[src/rtl/button_conditioner.sv]
// button_conditioner: multi-channel raw button/switch input conditioner.
//   Per channel: synchronizer, symmetric tick-sampled debouncer, press/release
//   edge pulses, long-press detection and optional auto-repeat. One sample-tick
//   prescaler is shared by all channels.
// Optional feature macro: BUTTON_REPEAT_EN (auto-repeat pulses after a long press).
//   When undefined, repeat_pulse is tied to 0 and no repeat counters exist.
// Ports:
//   clk            in   1      system clock
//   rst_n          in   1      asynchronous active-low reset
//   in             in   WIDTH  raw asynchronous inputs
//   level          out  WIDTH  debounced active-high level
//   press          out  WIDTH  1-cycle pulse on level 0->1
//   release_pulse  out  WIDTH  1-cycle pulse on level 1->0
//   long_press     out  WIDTH  1-cycle pulse once held HOLD_CNT_MAX ticks
//   repeat_pulse   out  WIDTH  1-cycle auto-repeat pulse (0 without BUTTON_REPEAT_EN)
module button_conditioner #(
  parameter int unsigned      WIDTH          = 1,
  parameter int unsigned      SYNC_STAGES    = 2,
  parameter logic [WIDTH-1:0] INVERT         = '0,
  parameter int unsigned      SAMPLE_CNT_MAX = 25000,
  parameter int unsigned      PULSE_CNT_MAX  = 150,
  parameter int unsigned      HOLD_CNT_MAX   = 2500,
  parameter int unsigned      REPEAT_CNT_MAX = 500
) (
  input  logic             clk,
  input  logic             rst_n,
  input  logic [WIDTH-1:0] in,
  output logic [WIDTH-1:0] level,
  output logic [WIDTH-1:0] press,
  output logic [WIDTH-1:0] release_pulse,
  output logic [WIDTH-1:0] long_press,
  output logic [WIDTH-1:0] repeat_pulse
);

  localparam int unsigned TICK_W = (SAMPLE_CNT_MAX > 1) ? $clog2(SAMPLE_CNT_MAX) : 1;
  localparam int unsigned DB_W   = $clog2(PULSE_CNT_MAX + 1);
  localparam int unsigned HOLD_W = $clog2(HOLD_CNT_MAX + 1);

  // Reject configurations the counters cannot represent.
  if (SYNC_STAGES < 2 || SAMPLE_CNT_MAX < 1 || PULSE_CNT_MAX < 1 ||
      HOLD_CNT_MAX < 1 || REPEAT_CNT_MAX < 1) begin : g_param_check
    $error("button_conditioner: illegal parameter value");
  end

  // Shared sample-tick prescaler.
  logic [TICK_W-1:0] tick_cnt;
  logic              tick_c;

  assign tick_c = (tick_cnt == TICK_W'(SAMPLE_CNT_MAX - 1));

  always_ff @(posedge clk or negedge rst_n) begin
    if (!rst_n) begin
      tick_cnt <= '0;
    end else if (tick_c) begin
      tick_cnt <= '0;
    end else begin
      tick_cnt <= tick_cnt + TICK_W'(1);
    end
  end

  // Synchronizer chain; flops reset to INVERT so the polarity-corrected value is inactive.
  logic [WIDTH-1:0] sync_q [SYNC_STAGES];
  logic [WIDTH-1:0] s_c;

  always_ff @(posedge clk or negedge rst_n) begin
    if (!rst_n) begin
      for (int i = 0; i < SYNC_STAGES; i++) begin
        sync_q[i] <= INVERT;
      end
    end else begin
      sync_q[0] <= in;
      for (int i = 1; i < SYNC_STAGES; i++) begin
        sync_q[i] <= sync_q[i-1];
      end
    end
  end

  assign s_c = sync_q[SYNC_STAGES-1] ^ INVERT;

  for (genvar ch = 0; ch < WIDTH; ch++) begin : g_ch
    logic [DB_W-1:0]   db_cnt;
    logic [HOLD_W-1:0] hold_cnt;
    logic              level_q;
    logic              level_d;
    logic              press_q;
    logic              release_q;
    logic              long_q;
    logic              held_c;

    assign held_c = (hold_cnt == HOLD_W'(HOLD_CNT_MAX));

    // Debouncer: level follows s only after PULSE_CNT_MAX consecutive disagreeing ticks.
    always_ff @(posedge clk or negedge rst_n) begin
      if (!rst_n) begin
        db_cnt  <= '0;
        level_q <= 1'b0;
      end else if (tick_c) begin
        if (s_c[ch] != level_q) begin
          if (db_cnt == DB_W'(PULSE_CNT_MAX - 1)) begin
            level_q <= s_c[ch];
            db_cnt  <= '0;
          end else begin
            db_cnt <= db_cnt + DB_W'(1);
          end
        end else begin
          db_cnt <= '0;
        end
      end
    end

    // Edge pulses, one cycle after the debounced level changes.
    always_ff @(posedge clk or negedge rst_n) begin
      if (!rst_n) begin
        level_d   <= 1'b0;
        press_q   <= 1'b0;
        release_q <= 1'b0;
      end else begin
        level_d   <= level_q;
        press_q   <= level_q & ~level_d;
        release_q <= ~level_q & level_d;
      end
    end

    // Hold counter saturates at HOLD_CNT_MAX so long_press fires once per press.
    always_ff @(posedge clk or negedge rst_n) begin
      if (!rst_n) begin
        hold_cnt <= '0;
        long_q   <= 1'b0;
      end else begin
        long_q <= 1'b0;
        if (!level_q) begin
          hold_cnt <= '0;
        end else if (tick_c && !held_c) begin
          hold_cnt <= hold_cnt + HOLD_W'(1);
          long_q   <= (hold_cnt == HOLD_W'(HOLD_CNT_MAX - 1));
        end
      end
    end

`ifdef BUTTON_REPEAT_EN
    localparam int unsigned RPT_W = $clog2(REPEAT_CNT_MAX + 1);

    logic [RPT_W-1:0] rpt_cnt;
    logic             rpt_q;

    // Auto-repeat runs only once the hold counter has saturated (after long_press).
    always_ff @(posedge clk or negedge rst_n) begin
      if (!rst_n) begin
        rpt_cnt <= '0;
        rpt_q   <= 1'b0;
      end else begin
        rpt_q <= 1'b0;
        if (!level_q) begin
          rpt_cnt <= '0;
        end else if (tick_c && held_c) begin
          if (rpt_cnt == RPT_W'(REPEAT_CNT_MAX - 1)) begin
            rpt_cnt <= '0;
            rpt_q   <= 1'b1;
          end else begin
            rpt_cnt <= rpt_cnt + RPT_W'(1);
          end
        end
      end
    end

    assign repeat_pulse[ch] = rpt_q;
`endif

    assign level[ch]         = level_q;
    assign press[ch]         = press_q;
    assign release_pulse[ch] = release_q;
    assign long_press[ch]    = long_q;
  end

`ifndef BUTTON_REPEAT_EN
  assign repeat_pulse = '0;
`endif

endmodule
[config.mk]
export PLATFORM = sky130hd
export DESIGN_NAME = button_conditioner
export DESIGN_NICKNAME = d
export VERILOG_FILES = /design/src/rtl/button_conditioner.sv
export SDC_FILE = /design/constraint.sdc
export NUM_CORES = 1
export LEC_CHECK = 0
export BUFFER_PORTS_ARGS = -buffer_cell sky130_fd_sc_hd__buf_2
export CAP_MARGIN = 20
export CORE_UTILIZATION = 65
export DETAILED_ROUTE_END_ITERATION = 10
export PLACE_DENSITY_LB_ADDON = 0.3
export SLEW_MARGIN = 10
export SYNTH_ARGS = -nofsm -noshare
export SYNTH_HDL_FRONTEND = slang
export SYNTH_SLANG_ARGS = --single-unit
export TNS_END_PERCENT = 30
[constraint.sdc]
create_clock -name clk -period 4.8 [get_ports clk]
set_input_delay 0.48 -clock clk [delete_from_list [all_inputs] [get_ports clk]]
set_output_delay 0.48 -clock clk [all_outputs]
set_load 0.005 [all_outputs]
# After elaboration in Yosys (flattened, before gate mapping)
# Index checks and enable logic that the tools add are counted.
# W data, S select, Z words.
# totals
register_bits	42
latchBits	0
ram_bits	0
romBits	0
out_inout_bits	5
mem_count	0
# classes
add_sub_neg	3
n_mul	0
div_mod_pow	0
n_lt_le_gt_ge	0
n_eq_ne	6
shift	0
muxes	7
bitwise_logic	4
n_reduce_logical	3
# op_table
op	count
$eq A12 B12 Y1 const B	2
$mux W12	2
$mux W8	2
$add A15 B1 Y15 const B	1
$eq A15 B15 Y1 const B	1
$mux W15	1
$add A12 B1 Y12 const B	1
$add A8 B1 Y8 const B	1
$eq A8 B8 Y1 const B	1
$reduce_and A3 Y1	1
$and A1 B1 Y1	2
$mux W1	2
$ne A2 B1 Y1 const B	1
$not A1 Y1	2
$logic_and A1 B1 Y1	1
$logic_not A1 Y1	1
$ne A1 B1 Y1	1

# Logic depth before layout (Yosys ltp)
# Gate-level depths: netlist of run 1.
# logic_depth
ltp_word	5
mapped_depth	7

# Least setup slack after synthesis of run 1
# No wires, ideal clock.
# synth_path
path_type	register to register
startpoint	reg tick_cnt[4]
endpoint	reg g_ch[0].hold_cnt[10]
setup_ns	0.079
arrival_time_ns	2.201
t_required_ns	4.721
path_slack_ns	2.519
stages_incl_launch_ff	7
path_buffers	2
path_cell_list	dfrtp_1 -> or4_1 -> or4_1 -> clkbuf_2 -> buf_6 -> nor4_1 -> mux2i_1
# synth_between
elab_chain_len	3
# synth_lines
element	line	text
from (decl)	46	logic [TICK_W-1:0] tick_cnt;
from (signal assigned)	57	tick_cnt <= tick_cnt + TICK_W'(1);
$eq A15 B15 Y1	49	assign tick_c = (tick_cnt == TICK_W'(SAMPLE_CNT_MAX - 1));
$logic_and A1 B1 Y1	133	end else if (tick_c && !held_c) begin
$ne A2 B1 Y1 (no line)	--	
to (signal assigned)	134	hold_cnt <= hold_cnt + HOLD_W'(1);
to (decl)	82	logic [HOLD_W-1:0] hold_cnt;
# Every way passes these cells.
# A chain may end at the register's enable or synchronous reset.

# Worst setup path in the final report of run 1
# layout_path
startpoint	reg tick_cnt[11]
endpoint	reg g_ch[0].hold_cnt[5]
# The elaborated chain is that of the path after synthesis.

==> results.txt, run 1 <==
fin cells - 264
MaxCap Viol Count - 0
worst path arrival time - 3.06 ns
CP Launch Type - register
Syn Area/Cell - 9.933 µm²
Worst-Margin Slew - 0.9216 ns
critical path capture point type - register
clk_lat worst skew - 0.35 ns
detailed placement HPWL - 2810 µm
Largest regs - tick_cnt: 15 flops, g_ch.hold_cnt: 12 flops, g_ch.db_cnt: 8 flops
CTS buffer count - 5
Biggest register - tick_cnt
Clock Skews - 0.01304 ns
vias in the first global route - 1562
synth-to-layout area growth - 4.967%
crit-path max FO - 24
Rows - 20
global route overflow - 0
Ant. Diodes - 0
Final ANT Viol Nets - 0
reg-to-reg startpoint - tick_cnt[11]$_DFF_PN0_
Min-Delay Path Class - input pin to asynchronous set/reset pin
Placer Congestion - 0.8238
Critical R2R Capture - g_ch[0].hold_cnt[5]$_DFFE_PN0P_
worst hold slack - 0.2323 ns
post-cts resize count - 0
CTS tree - yes
min Tclk post-route - 2.771 ns
routed wire length - 4037 µm
die outline area - 0.003487 mm²
dpl cells - 257
Max Root-Sink Buffers - 2
initial antenna violation count - 0
run status - completed
Slew Limit Fails - 0
Yosys reg bits - 42
WP data required - 5.09 ns
Worst-path clk slew - 0.12 ns
max reg flops - 15
Pwr Density - 235.9 mW/mm²
IO Count - 8
Starting Density - 68.74%
Die Span Y - 59.06 µm
Sum Neg Setup Slack - 0 ns
layout cells sized above 1 - 7.727%
Detailed Routing Iterations Pass 1 - 4
maximum clock frequency - 360.8 MHz
detail-routed net length per standard cell - 15.29 µm
clk root buf - clkbuf_4
Netlist cell types - 40
Vias - 1663
H-tree Lvls - 2
sequential fraction of the synthesis area - 49.67%
hold buffers post-CTS - 0
Fin. Hold Viols - 0
initial drt markers - 105
RSZ-0062 raised after global routing - false
Port Buffers - 6
final setup fails - 0
CORE AREA - 0.003078 mm²
FF-to-FF setup slack - 2.03 ns
Placed Area - 0.002176 mm²
max_slew headroom - 37.99%
pre-CTS WS - 2.069 ns
most frequent cells in the layout - dfrtp_1 (42), nand2_1 (22), nand3_1 (16)
synth warn - 0
first-pass GRT wire length - 6879 µm
r2r worst-path depth - 4
Tcrit/Tclk final - 57.74%
Static Leak - 0.8976 nW
most common cell after layout, fill and taps aside - dfrtp_1
Setup CP Type - register to register
vias per std cell - 6.299
Mapped Cells - 213
Worst Setup Slack, final - 2.029 ns
postcts setup bufs - 0
nets - 228
Finished Cell Area - 0.002221 mm²
DRC violations left - 0
largest net degree at the start of global routing - 43
post-synthesis net count - 221
Mapped Area - 0.002116 mm²
chip width - 59.06 µm
Peak supply drop - 182.7 µV
gr usage total - 27.03%
Sink Count - 42
==> per-layer routing <==
layer / up-vias / GRT usage, % / routed length [µm]
li1: 782 / - / -
met1: 818 / 34.31 / 1805
met2: 56 / 44.48 / 1988
met3: 7 / 6.114 / 182
met4: 0 / 11.90 / 60
met5: - / 0 / 0
==> synth_stat cells <==
master    number  area, µm²
nand2_1       22      82.58
and3_1         1      6.260
nand4b_1       1      8.760
and4_1         3      26.28
o21ai_0       12      60.06
a21o_1         1      7.510
or4_1          7      52.55
buf_6          1      11.26
o31ai_1        3      22.52
mux2_2         1      11.26
or4b_2         1      10.01
nor2_1         8      30.03
o22ai_1        1      6.260
or4bb_1        1      11.26
conb_1         1      3.750
o311ai_0       1      8.760
ha_1           5      62.56
or3_1          4      25.02
nand4_1        3      18.77
nand3_1       16      80.08
clkbuf_1       4      15.01
nand2b_1       6      37.54
nor3b_1        1      7.510
buf_4          1      7.510
dfrtp_1       42       1051
a21oi_1       10      50.05
and2_1         2      12.51
nor4_1        10      62.56
or2_2          1      6.260
a211oi_1       1      7.510
xnor2_1        3      26.28
a22o_1         4      35.03
nor3_1         1      5.000
nor4b_2        1      15.01
xor2_1         7      61.31
mux2i_1        8      80.08
nor2b_1        6      37.54
and4b_1        1      10.01
clkbuf_2       1      5.000
inv_1         10      37.54
==> how the worst max path moves through the flow <==
stage                                       from                                to  slack, ns  cells past startpoint
after floorplan            tick_cnt[4]$_DFF_PN0_  g_ch[0].hold_cnt[10]$_DFFE_PN0P_       2.52                      6
after global placement     tick_cnt[4]$_DFF_PN0_   g_ch[0].hold_cnt[5]$_DFFE_PN0P_       2.16                      4
after detailed placement   tick_cnt[4]$_DFF_PN0_   g_ch[0].hold_cnt[5]$_DFFE_PN0P_       2.07                      4
after CTS                  tick_cnt[4]$_DFF_PN0_   g_ch[0].hold_cnt[5]$_DFFE_PN0P_       2.06                      4
after global routing      tick_cnt[11]$_DFF_PN0_   g_ch[0].hold_cnt[5]$_DFFE_PN0P_       1.95                      4
final                     tick_cnt[11]$_DFF_PN0_   g_ch[0].hold_cnt[5]$_DFFE_PN0P_       2.03                      4
==> power by group <==
group | switching, mW | internal [mW]
registers | 0.000439 | 0.354
clock network | 0.104 | 0.0553
logic | 0.00800 | 0.00123
==> stage by stage <==
stage               total power [mW]  util, %
CTS                           0.5290    72.15
finish                        0.5239    72.15
detailed placement            0.3715    70.69
floorplan                     0.3641        -
global route                  0.5418    72.15
global placement              0.3712    70.69
==> cell type report <==
cell class | instances | area [µm²]
fillers | 244 | 857.1
flip-flops and latches | 42 | 1051
well taps | 44 | 55.05
clock buffers | 7 | 45.04
repair buffers | 7 | 37.54
multi-input cells | 154 | 994.7
inverters | 10 | 37.54
==> cell families (layout without fill, tap and decap cells) <==
| kind of cell | count (synthesis) | count (layout) | synth area share [%] |
|---|---|---|---|
| mux | 9 | 9 | 4.317 |
| simple gates | 96 | 96 | 25.78 |
| xor+xnor | 10 | 10 | 4.140 |
| other cells | 1 | 1 | 0.1772 |
| fa+ha+maj | 5 | 5 | 2.957 |
| compound gates | 33 | 33 | 9.344 |
| buf+inv | 17 | 24 | 3.607 |
| flops | 42 | 42 | 49.67 |
==> critical path, cell delays in order, from the launching register on <==
cell and delay, ns:
dfrtp_1 0.44, or4bb_1 0.57, or4_1 0.93, or4_1 0.62, a21oi_1 0.15
Note: power is estimated with default switching activity, not from simulation.
==> run 2, diff against run 1 <==
--- a/config.mk
+++ b/config.mk
@@ -5,9 +5,10 @@
 export SDC_FILE = /design/constraint.sdc
 export NUM_CORES = 1
 export LEC_CHECK = 0
+export ABC_AREA = 1
 export BUFFER_PORTS_ARGS = -buffer_cell sky130_fd_sc_hd__buf_2
 export CAP_MARGIN = 20
-export CORE_UTILIZATION = 65
+export CORE_UTILIZATION = 62
 export DETAILED_ROUTE_END_ITERATION = 10
 export PLACE_DENSITY_LB_ADDON = 0.3
 export SLEW_MARGIN = 10
==> constraint.sdc (replaced) <==
create_clock -name clk -period 2.6 [get_ports clk]
set_input_delay 0.26 -clock clk [delete_from_list [all_inputs] [get_ports clk]]
set_output_delay 0.26 -clock clk [all_outputs]
set_load 0.005 [all_outputs]
==> run 2 against run 1 <==
Via count up 23%. Sequential share of layout area fell by 7.1 points. Worst setup slack got worse by 1.2 ns. Largest cell class is now multi-input combinational cells.
==> results.txt, run 2 <==
CTS tree - yes
Starting Density - 66.39% (-2.3 points)
CORE AREA - 0.003771 mm² (+23%)
sequential fraction of the synthesis area - 41.98% (-7.7 points)
IO Count - 8 (unchanged)
Most common cell on crit path - nand2_1
Netlist cell types - 32 (-20%)
run status - completed
final setup fails - 0 (unchanged)
DRC violations left - 0 (unchanged)
Detailed Routing Iterations Pass 1 - 4 (unchanged)
Placer Congestion - 0.8729 (+6.0%)
fraction of registers with async set/reset - 100.0% (unchanged)
crit-path max FO - 13 (-46%)
WP data required - 2.84 ns (-2.25 ns)
most frequent cell after synthesis - nand2_1
post-cts resize count - 0 (unchanged)
synth warn - 0 (unchanged)
Yosys reg bits - 42 (unchanged)
WL met3 - 118 µm (-35%)
nets - 345 (+51%)
Tcrit/Tclk final - 67.90% (+10 points)
Min-Delay Path Class - input pin to register
RSZ-0062 raised after global routing - false
initial antenna violation count - 0 (unchanged)
critical-path cell list - ha_1 > nand2_2 > nor2_1 > nand2_1 > nor2_4 > nand2_4 > nand2_2 > nand2_1 > nand2_1
Fin. Hold Viols - 0 (unchanged)
Port Buffers - 6 (unchanged)
top cell type's share of synthesized area - 41.98% (-7.7 points)
Worst Path Buf+Inv - 0 (unchanged)
die outline area - 0.004296 mm² (+23%)
Biggest register - tick_cnt
Synth area leaders - dfrtp_1 (42%), nand2_1 (13%), nor2_1 (6.0%)
global route overflow - 0 (unchanged)
Slew Limit Fails - 0 (unchanged)
Die Span Y - 65.55 µm (+11%)
clk_lat worst skew - 0.30 ns (-0.05 ns)
worst path arrival time - 2.00 ns (-1.06 ns)
most frequent cells in the layout - nand2_1 (88), dfrtp_1 (42), nor2_1 (40)
fin cells - 385 (+46%)
most common cell after layout, fill and taps aside - nand2_1
initial drt markers - 162 (+54%)
top sig layer - met4
dominant synthesized flop cell - dfrtp_1
max_slew headroom - 41.10% (+3.1 points)
Worst-Margin Slew - 0.8835 ns (-0.03814 ns)
largest net degree at the start of global routing - 43 (unchanged)
CP Launch Type - register
chip width - 65.55 µm (+11%)
min Tclk post-route - 1.765 ns (-1.006 ns)
dpl cells - 378 (+47%)
first-pass GRT wire length - 8183 µm (+19%)
vias in the first global route - 1814 (+16%)
CP peak stage delay - 0.37 ns (-0.56 ns)
Worst path top cell family by delay - simple AND/OR/NAND/NOR gates
Yosys top cell by area - dfrtp_1
Slowest-stage cell, CP - dfrtp_1
post-synthesis net count - 339 (+53%)
Post-synth top cells - nand2_1 (88), dfrtp_1 (42), nor2_1 (40)
Sink Count - 42 (unchanged)
layout cells sized above 1 - 12.76% (+5.0 points)
Final ANT Viol Nets - 0 (unchanged)
CTS buffer count - 5 (unchanged)
postcts setup bufs - 0 (unchanged)
Setup CP Type - register to register
Vias - 2039 (+23%)
clk root buf - clkbuf_8
Mapped Cells - 331 (+55%)
Largest regs - tick_cnt: 15 flops, g_ch.hold_cnt: 12 flops, g_ch.db_cnt: 8 flops
EDFF count, synth - 0 (unchanged)
detailed placement HPWL - 3383 µm (+20%)
synth-to-layout area growth - 4.248%
routed wire length - 4634 µm (+15%)
Ant. Diodes - 0 (unchanged)
Mapped Area - 0.002504 mm² (+18%)
vias per std cell - 5.296 (-16%)
Max Root-Sink Buffers - 2 (unchanged)
detail-routed net length per standard cell - 12.04 µm (-21%)
Sum Neg Setup Slack - 0 ns (unchanged)
Worst-path clk slew - 0.07 ns (-0.05 ns)
Peak supply drop - 330.0 µV (+81%)
Pwr Density - 408.0 mW/mm² (+73%)
WL met1 - 2351 µm (+30%)
H-tree Lvls - 2 (unchanged)
MaxCap Viol Count - 0 (unchanged)
maximum clock frequency - 566.4 MHz (+57%)
met2 wire length - 2073 µm (+4.3%)
Rows - 22 (+10%)
critical path capture point type - register
max reg flops - 15 (unchanged)
Static Leak - 1.267 nW (+41%)
hold buffers post-CTS - 0 (unchanged)
Clock Skews - 0.006522 ns (-0.006522 ns)
gr usage total - 25.52% (-1.5 points)
Syn Area/Cell - 7.564 µm² (-24%)
==> run 2: cell type report <==
cell class / count / area [µm²]
Clock buffer: 7 / 76.32
Fill cell: 326 / 1161
Inverter: 44 / 165.2
Multi-Input combinational cell: 237 / 1220
Sequential cell: 42 / 1051
Tap cell: 48 / 60.06
Timing Repair Buffer: 7 / 37.54
==> run 2: cell families (layout without fill, tap and decap cells) <==
logic type	count (synthesis)	count (layout)	share of synthesized area [%]
buffers and inverters	52	58	9.296
AND/OR/NAND/NOR	205	205	39.18
other	1	1	0.1498
flip-flops	42	42	41.98
XOR/XNOR	10	10	3.498
AO/OA/AOI/OAI	16	16	3.398
adder cells (fa/ha/maj)	5	5	2.499
==> run 2: routing by layer <==
metal	track usage [%]	vias up
li1	-	1058
met1	35.75	940
met2	38.92	33
met3	3.646	8
met4	11.96	0
met5	0	-
==> run 2: report_power, final <==
part / switching, mW / leakage (nW) / total (mW) / internal, mW
registers: 0.000795 / 0.568 / 0.655 / 0.654
logic: 0.0139 / 0.661 / 0.0159 / 0.00195
clock network: 0.209 / 0.0383 / 0.394 / 0.185
total: 0.224 / 1.27 / 1.07 / 0.841
==> run 2: worst paths after layout <==
kind | startpoint | to | slack [ns] | cells after the start
worst min-delay path | in | sync_q[1]$_DFF_PN0_ | 0.07 | 1
worst min register to register | sync_q[1]$_DFF_PN0_ | s_c$_DFF_PN0_ | 0.37 | 0
worst max register to register | tick_cnt[0]$_DFF_PN0_ | g_ch[0].hold_cnt[3]$_DFFE_PN0P_ | 0.83 | 9
max in group asynchronous | rst_n | g_ch[0].hold_cnt[1]$_DFFE_PN0P_ | 1.97 | 1
min in group asynchronous | rst_n | g_ch[0].db_cnt[0]$_DFFE_PN0N_ | 0.08 | 1
worst max-delay path | tick_cnt[0]$_DFF_PN0_ | g_ch[0].hold_cnt[3]$_DFFE_PN0P_ | 0.83 | 9
==> run 2: metrics by stage <==
stage          hold slack (ns)  power, mW  worst slack, ns  cell area (µm²)  util [%]
2_1_floorplan         -0.03559     0.6715            1.125             2504         -
3_5_place_dp            0.3511     0.6850           0.8478             2534     67.19
6_report               0.06818      1.065           0.8345             2610     69.21
4_1_cts                0.05965      1.075           0.8333             2610     69.21
5_1_grt                0.05798      1.096           0.6610             2610     69.21
3_3_place_gp            0.3525     0.6850           0.9566             2534     67.19
